### config.mk
export PLATFORM = sky130hd
export DESIGN_NAME = prog_mem_loader_flat
export DESIGN_NICKNAME = d
export VERILOG_FILES = /design/src/rtl/prog_mem_loader_if.sv /design/src/rtl/prog_mem_loader.sv /design/src/flat_wrapper.sv
export SDC_FILE = /design/constraint.sdc
export NUM_CORES = 2
export LEC_CHECK = 0
export BUFFER_PORTS_ARGS = -buffer_cell sky130_fd_sc_hd__buf_2
export CAP_MARGIN = 40
export CORE_MARGIN = 2
export CORE_UTILIZATION = 46
export CTS_CLUSTER_SIZE = 10
export DETAILED_ROUTE_END_ITERATION = 6
export HOLD_SLACK_MARGIN = 0.12
export PLACE_DENSITY_LB_ADDON = 0.25
export SLEW_MARGIN = 10
export SYNTH_ARGS = -nofsm -noshare
export SYNTH_HDL_FRONTEND = slang
export SYNTH_SLANG_ARGS = --single-unit
### constraint.sdc
create_clock -name clk -period 8.56 [get_ports clk]
set_input_delay 1.712 -clock clk [delete_from_list [all_inputs] [get_ports clk]]
set_output_delay 1.712 -clock clk [all_outputs]
set_load 0.005 [all_outputs]
### src/rtl/prog_mem_loader_if.sv
// ---------------------------------------------------------------------------
// prog_mem_loader_if
// Bundles the download port, the fetch port and the status outputs of the
// writable program memory.
//   Download : load_start, load_base, load_len, ld_valid, ld_data -> block
//              ld_ready                                          <- block
//   Fetch    : fetch_en, fetch_addr                              -> block
//              fetch_data, fetch_valid, cpu_hold                 <- block
//   Status   : load_done, load_cksum                             <- block
// master = host/core side, slave = memory side.
// ADDR_W and DATA_W must match the parameters of the attached memory.
// ---------------------------------------------------------------------------
interface prog_mem_loader_if #(
  parameter int ADDR_W = 8,
  parameter int DATA_W = 16
);
  logic              load_start;
  logic [ADDR_W-1:0] load_base;
  logic [ADDR_W:0]   load_len;
  logic              ld_valid;
  logic [7:0]        ld_data;
  logic              ld_ready;
  logic              fetch_en;
  logic [ADDR_W-1:0] fetch_addr;
  logic [DATA_W-1:0] fetch_data;
  logic              fetch_valid;
  logic              cpu_hold;
  logic              load_done;
  logic [7:0]        load_cksum;

  modport master (
    output load_start, load_base, load_len, ld_valid, ld_data,
    output fetch_en, fetch_addr,
    input  ld_ready, fetch_data, fetch_valid, cpu_hold, load_done, load_cksum
  );

  modport slave (
    input  load_start, load_base, load_len, ld_valid, ld_data,
    input  fetch_en, fetch_addr,
    output ld_ready, fetch_data, fetch_valid, cpu_hold, load_done, load_cksum
  );
endinterface

### src/rtl/prog_mem_loader.sv
// ---------------------------------------------------------------------------
// prog_mem_loader
// Writable program memory for the 8-bit core. Instruction words arrive as
// bytes over a valid/ready port, are assembled MSB-first and written to an
// internal RAM. The core fetches through a 1-cycle-latency synchronous read
// port and is held off (cpu_hold) while a download is in progress.
// Ports:
//   clk   - single rising-edge clock
//   rst_n - asynchronous active-low reset (RAM contents are not reset)
//   bus   - prog_mem_loader_if.slave: download port, fetch port, load_done
//           pulse and mod-256 byte checksum of the current/last download
// Parameters:
//   ADDR_W - fetch/load address width
//   DATA_W - instruction width, multiple of 8
//   DEPTH  - implemented words, <= 2**ADDR_W
// ---------------------------------------------------------------------------
module prog_mem_loader #(
  parameter int ADDR_W = 8,
  parameter int DATA_W = 16,
  parameter int DEPTH  = 256
) (
  input logic            clk,
  input logic            rst_n,
  prog_mem_loader_if.slave bus
);

  localparam int BPW    = DATA_W / 8;
  localparam int BIDX_W = (BPW > 1) ? $clog2(BPW) : 1;
  localparam int MEM_AW = (DEPTH > 1) ? $clog2(DEPTH) : 1;

  localparam logic [BIDX_W-1:0] LAST_BYTE = BIDX_W'(BPW - 1);
  localparam logic [ADDR_W-1:0] LAST_ADDR = ADDR_W'(DEPTH - 1);
  localparam logic [ADDR_W:0]   DEPTH_L   = (ADDR_W+1)'(DEPTH);
  localparam logic [ADDR_W:0]   ONE_WORD  = (ADDR_W+1)'(1);

  typedef enum logic [1:0] {IDLE, RECV, WRITE, DONE} state_t;

  state_t            state_reg;
  logic              ld_ready_reg;
  logic              hold_reg;
  logic              done_reg;
  logic [7:0]        cksum_reg;
  logic [ADDR_W-1:0] wr_addr_reg;
  logic [ADDR_W:0]   remaining_reg;
  logic [BIDX_W-1:0] byte_idx_reg;
  logic [DATA_W-1:0] word_buf_reg;
  logic [DATA_W-1:0] word_next;

  logic              fetch_valid_reg;
  logic              rd_ok_reg;
  logic [DATA_W-1:0] rd_word_reg;

  logic [DATA_W-1:0] mem [0:DEPTH-1];

  logic byte_take;
  logic mem_we;
  logic fetch_go;
  logic fetch_in_range;
  logic wr_in_range;

  // -------------------------------------------------------------------------
  // Byte assembly: every accepted byte enters the low lane and older lanes
  // move up one, so the first byte of a word ends up in the MSB lane.
  // -------------------------------------------------------------------------
  assign word_next[7:0] = bus.ld_data;

  genvar gi;
  generate
    for (gi = 1; gi < BPW; gi++) begin : g_lane
      assign word_next[gi*8 +: 8] = word_buf_reg[(gi-1)*8 +: 8];
    end
  endgenerate

  assign byte_take   = bus.ld_valid && ld_ready_reg;
  assign wr_in_range = ({1'b0, wr_addr_reg} < DEPTH_L);
  assign mem_we      = (state_reg == WRITE) && wr_in_range;

  // -------------------------------------------------------------------------
  // Download FSM. All outputs are registered and set on the transition into
  // the state that owns them.
  // -------------------------------------------------------------------------
  always_ff @(posedge clk or negedge rst_n) begin
    if (!rst_n) begin
      state_reg     <= IDLE;
      ld_ready_reg  <= 1'b0;
      hold_reg      <= 1'b0;
      done_reg      <= 1'b0;
      cksum_reg     <= '0;
      wr_addr_reg   <= '0;
      remaining_reg <= '0;
      byte_idx_reg  <= '0;
      word_buf_reg  <= '0;
    end else begin
      done_reg <= 1'b0;
      case (state_reg)
        IDLE: begin
          if (bus.load_start) begin
            cksum_reg    <= '0;
            byte_idx_reg <= '0;
            if (bus.load_len != '0) begin
              wr_addr_reg   <= bus.load_base;
              remaining_reg <= bus.load_len;
              ld_ready_reg  <= 1'b1;
              hold_reg      <= 1'b1;
              state_reg     <= RECV;
            end else begin
              // Empty download: report completion without stalling the core.
              done_reg  <= 1'b1;
              state_reg <= DONE;
            end
          end
        end

        RECV: begin
          if (byte_take) begin
            word_buf_reg <= word_next;
            cksum_reg    <= cksum_reg + bus.ld_data;
            byte_idx_reg <= byte_idx_reg + 1'b1;
            if (byte_idx_reg == LAST_BYTE) begin
              ld_ready_reg <= 1'b0;
              state_reg    <= WRITE;
            end
          end
        end

        WRITE: begin
          // The RAM write itself happens in the memory block below.
          wr_addr_reg   <= (wr_addr_reg == LAST_ADDR) ? '0 : wr_addr_reg + 1'b1;
          remaining_reg <= remaining_reg - 1'b1;
          byte_idx_reg  <= '0;
          if (remaining_reg == ONE_WORD) begin
            hold_reg  <= 1'b0;
            done_reg  <= 1'b1;
            state_reg <= DONE;
          end else begin
            ld_ready_reg <= 1'b1;
            state_reg    <= RECV;
          end
        end

        DONE: begin
          state_reg <= IDLE;
        end

        default: begin
          ld_ready_reg <= 1'b0;
          hold_reg     <= 1'b0;
          state_reg    <= IDLE;
        end
      endcase
    end
  end

  // -------------------------------------------------------------------------
  // RAM: plain write port and registered read port with no reset so the
  // array maps onto block RAM and keeps its contents across rst_n.
  // Fetches are refused while hold_reg is high, which covers every WRITE
  // cycle, so the two ports never touch the RAM in the same cycle.
  // -------------------------------------------------------------------------
  assign fetch_go       = bus.fetch_en && !hold_reg;
  assign fetch_in_range = ({1'b0, bus.fetch_addr} < DEPTH_L);

  always_ff @(posedge clk) begin
    if (mem_we) begin
      mem[wr_addr_reg[MEM_AW-1:0]] <= word_buf_reg;
    end
  end

  always_ff @(posedge clk) begin
    if (fetch_go) begin
      rd_word_reg <= mem[bus.fetch_addr[MEM_AW-1:0]];
    end
  end

  // rd_ok_reg qualifies the unreset RAM output: it is cleared by reset and
  // by out-of-range fetches, giving fetch_data=0 in both cases while the
  // data path itself stays free of reset logic.
  always_ff @(posedge clk or negedge rst_n) begin
    if (!rst_n) begin
      fetch_valid_reg <= 1'b0;
      rd_ok_reg       <= 1'b0;
    end else begin
      fetch_valid_reg <= fetch_go;
      if (fetch_go) begin
        rd_ok_reg <= fetch_in_range;
      end
    end
  end

  assign bus.fetch_data  = rd_ok_reg ? rd_word_reg : '0;
  assign bus.fetch_valid = fetch_valid_reg;
  assign bus.ld_ready    = ld_ready_reg;
  assign bus.cpu_hold    = hold_reg;
  assign bus.load_done   = done_reg;
  assign bus.load_cksum  = cksum_reg;

endmodule

### src/flat_wrapper.sv
// flat-port wrapper written by rule: the top's interface ports become plain ports
module prog_mem_loader_flat 
#(
  parameter int ADDR_W = 8,
  parameter int DATA_W = 16,
  parameter int DEPTH  = 256
)
  (clk, rst_n, bus_load_start, bus_load_base, bus_load_len, bus_ld_valid, bus_ld_data, bus_fetch_en, bus_fetch_addr, bus_ld_ready, bus_fetch_data, bus_fetch_valid, bus_cpu_hold, bus_load_done, bus_load_cksum);
  prog_mem_loader_if #(.ADDR_W(ADDR_W), .DATA_W(DATA_W)) bus_i ();
  input logic clk;
  input logic rst_n;
  input wire logic [$bits(bus_i.load_start)-1:0] bus_load_start;
  input wire logic [$bits(bus_i.load_base)-1:0] bus_load_base;
  input wire logic [$bits(bus_i.load_len)-1:0] bus_load_len;
  input wire logic [$bits(bus_i.ld_valid)-1:0] bus_ld_valid;
  input wire logic [$bits(bus_i.ld_data)-1:0] bus_ld_data;
  input wire logic [$bits(bus_i.fetch_en)-1:0] bus_fetch_en;
  input wire logic [$bits(bus_i.fetch_addr)-1:0] bus_fetch_addr;
  output wire logic [$bits(bus_i.ld_ready)-1:0] bus_ld_ready;
  output wire logic [$bits(bus_i.fetch_data)-1:0] bus_fetch_data;
  output wire logic [$bits(bus_i.fetch_valid)-1:0] bus_fetch_valid;
  output wire logic [$bits(bus_i.cpu_hold)-1:0] bus_cpu_hold;
  output wire logic [$bits(bus_i.load_done)-1:0] bus_load_done;
  output wire logic [$bits(bus_i.load_cksum)-1:0] bus_load_cksum;
  assign bus_i.load_start = bus_load_start;
  assign bus_i.load_base = bus_load_base;
  assign bus_i.load_len = bus_load_len;
  assign bus_i.ld_valid = bus_ld_valid;
  assign bus_i.ld_data = bus_ld_data;
  assign bus_i.fetch_en = bus_fetch_en;
  assign bus_i.fetch_addr = bus_fetch_addr;
  assign bus_ld_ready = bus_i.ld_ready;
  assign bus_fetch_data = bus_i.fetch_data;
  assign bus_fetch_valid = bus_i.fetch_valid;
  assign bus_cpu_hold = bus_i.cpu_hold;
  assign bus_load_done = bus_i.load_done;
  assign bus_load_cksum = bus_i.load_cksum;
  prog_mem_loader #(.ADDR_W(ADDR_W), .DATA_W(DATA_W), .DEPTH(DEPTH)) u_core (.clk(clk), .rst_n(rst_n), .bus(bus_i));
endmodule
==> results.md <==
- Status: finished clean
- PortBufs: between 60 and 70
- FILL cells: 26600
- Post-route minimum period: roughly 5300 ps
- Reg clk slew, reported paths: about 60 ps
- Critical path class: in2reg
- CTS Buffer Depth: 4
- Critical Path End Type: flip-flop
- Min-delay worst type: reg2reg
- Maximum clock rate: 187 MHz
- Remaining DRCs: 0
- Crit start category: primary input
- Drt pass-1 iters: 6
- WHS: ~520 ps
- Multi-input gate area in the final layout: around 0.032 mm2
- Nets@finish: ~8100
- Boundary pin count: 66
- Setup WS post-layout: roughly 3200 ps
- Resized Gates After CTS: 0
- Max Fanout on Critical Path: ~70
- Mean cell area of the mapped netlist: between 20 and 25 um2
- Vias in the first global route: 78100
- Clock skew: ~53 ps
- Tightest Pin Transition: 1440 ps
- Wire per inst: 32.8 um
- Final WL: 416000 um
- Max IR drop VDD: 0.228 mV
- Power per cell area: 265 mW/mm2
- Syn_nets: 7529
- Synth cell types: 48
- Area Overhead vs Synth: 13.4%
- Most frequent cells in the layout: 4112 x edfxtp_1, 768 x mux4_2, 528 x mux2i_1
- Worst slew margin: 4.08%
- RSZ-0062 raised after global routing: false
- Place WS: ~2300 ps
- Synthesized instance count: between 7000 and 8000
- Detailed Place HPWL: 246000 um
- Period Utilization, post-route: between 60% and 70%
- Post-CTS Setup Inserts: 0
- Cell Area, Synth: 0.159 mm2
- Leakage power: 0.0579 uW
- Final setup vio count: 0
- Hold Fails Final Rpt: 0
- Root buffer cell: clkbuf_16
- Data required, critical path: 9230 ps
- H-Tree Depth: 5
- DRT antenna net count: 0
- Fraction of layout instances using a drive strength above 1: 23.7%
- Width of the die: 592 um
- Max reg flops: roughly 4000
- Final setup TNS: 0 ps
- First-pass GRT wire length: 588000 um
- Core Footprint: 0.345 mm2
- Max-Cap Viols: 0
- Commonest non-fill, non-tap cell in the layout: edfxtp_1
- Gr ovfl total: 0
- CTS tree: yes
- Clock Latency Late Sink: 940 ps
- Largest net degree at the start of global routing: between 200 and 250
- Routability cong.: 0.836
- Count of warnings emitted by yosys: 0
- Row cnt: 216
- Top_reg_cell synth: edfxtp_1
- Reg area: 0.125 mm2
- Global Route Usage Sum: 23.4%
- Die area: 0.351 mm2
- #FFs+latches synth: 4161
- Vias post-DR: 78900
- Max Slew Vio Count: 0
- Starting Density: 46.1%
- Die Ht: 592 um
- Ys async rst share: 1.18%
- WP data arrival: 6010 ps
- Clk sink count: 4161
- CTS Buf Count: 461
- Hold buffers post-CTS: 0
- Post-synth EDFFs: just over 4000
- Routed vias/inst: 6.21
- Initial antenna violation count: 25
- DRT iter0 DRCs: 9528
- Post-synthesis sequential area ratio: 78.3%
-- power breakdown --
part | internal (uW) | leakage [uW] | switching, uW
sequential | 25100 | 0.0380 | 630
clock | 9770 | 0.00599 | 7230
combinational | 1210 | 0.0139 | 3950
total | 36000 | 0.0579 | 11800
-- cells by family (layout without fill, tap and decap cells) --
kind of cell             Yosys count  in the layout  share of synthesized area, %
AND/OR/NAND/NOR                  692            692                          1.99
flip-flops                      4161           4161                          78.3
other                              0              7                             0
adder cells (fa/ha/maj)           14             14                         0.115
XOR/XNOR                           5              5                        0.0275
buffers and inverters            461           1096                          1.59
multiplexers                    1296           1296                          14.2
AO/OA/AOI/OAI                    848            848                          3.79
-- metal layers --
metal	share of wire (%)	vias up	track usage (%)
li1	-	32400	-
met1	40	42200	33.0
met2	48	3594	37.8
met3	7.9	663	3.74
met4	3.3	18	7.51
met5	0.029	-	0
-- worst max-delay path: stages --
cell and delay (ps):
buf_8 490, buf_4 510, buf_12 360, buf_4 490, mux4_2 380, a22o_1 320
nor4_1 730, a21oi_1 350, nand4_1 320, nor3_1 90
-- worst paths after layout --
kind	startpoint	endpoint	slack, ps	cells past startpoint
max reg2reg	u_core.wr_addr_reg[2]$_DFFE_PN0P_	u_core.mem[133][14]$_DFFE_PP_	4590	5
min	u_core.remaining_reg[7]$_DFFE_PN0P_	u_core.remaining_reg[7]$_DFFE_PN0P_	520	2
max	bus_fetch_addr[1]	u_core.rd_word_reg[6]$_DFFE_PP_	3220	10
min in group asynchronous	rst_n	u_core.bus.load_cksum[4]$_DFFE_PN0P_	930	2
max in group asynchronous	rst_n	u_core.word_buf_reg[12]$_DFFE_PN0P_	7090	2
min reg2reg	u_core.remaining_reg[7]$_DFFE_PN0P_	u_core.remaining_reg[7]$_DFFE_PN0P_	520	2
-- cell type report --
cell class | count | area share [%]
flip-flops and latches | 4161 | 69.1
multi-input cells | 2855 | 17.9
clock buffers | 530 | 6.69
well taps | 4578 | 3.17
repair buffers | 545 | 3.00
clock inverters | 13 | 0.0942
inverters | 8 | 0.0166
diodes | 7 | 0.00970
-- per-stage QoR --
stage	util, %	power, uW	instance area (um2)	std cells
2_1_floorplan	-	28700	159000	7477
3_3_place_gp	48.2	30600	167000	12000
3_5_place_dp	48.7	31200	168000	12100
4_1_cts	52.2	48000	180000	12700
5_1_grt	52.3	49200	181000	12700
6_report	52.3	47900	181000	12700
-- cells in the mapped netlist (70+ instances only) --
| library cell | number | area, um2 |
|---|---|---|
| edfxtp_1 | 4112 | 123000 |
| mux4_2 | 768 | 17300 |
| mux2i_1 | 528 | 5290 |
| o22ai_1 | 312 | 1950 |
| nor2_1 | 276 | 1040 |
| clkbuf_1 | 226 | 848 |
| a22o_1 | 163 | 1430 |
| a21oi_1 | 121 | 606 |
| nand2_1 | 121 | 454 |
| nor3_1 | 118 | 591 |
| a22oi_1 | 99 | 743 |
| a221oi_1 | 81 | 709 |
| buf_4 | 70 | 526 |
No activity file was read; power rests on OpenSTA's default activity.
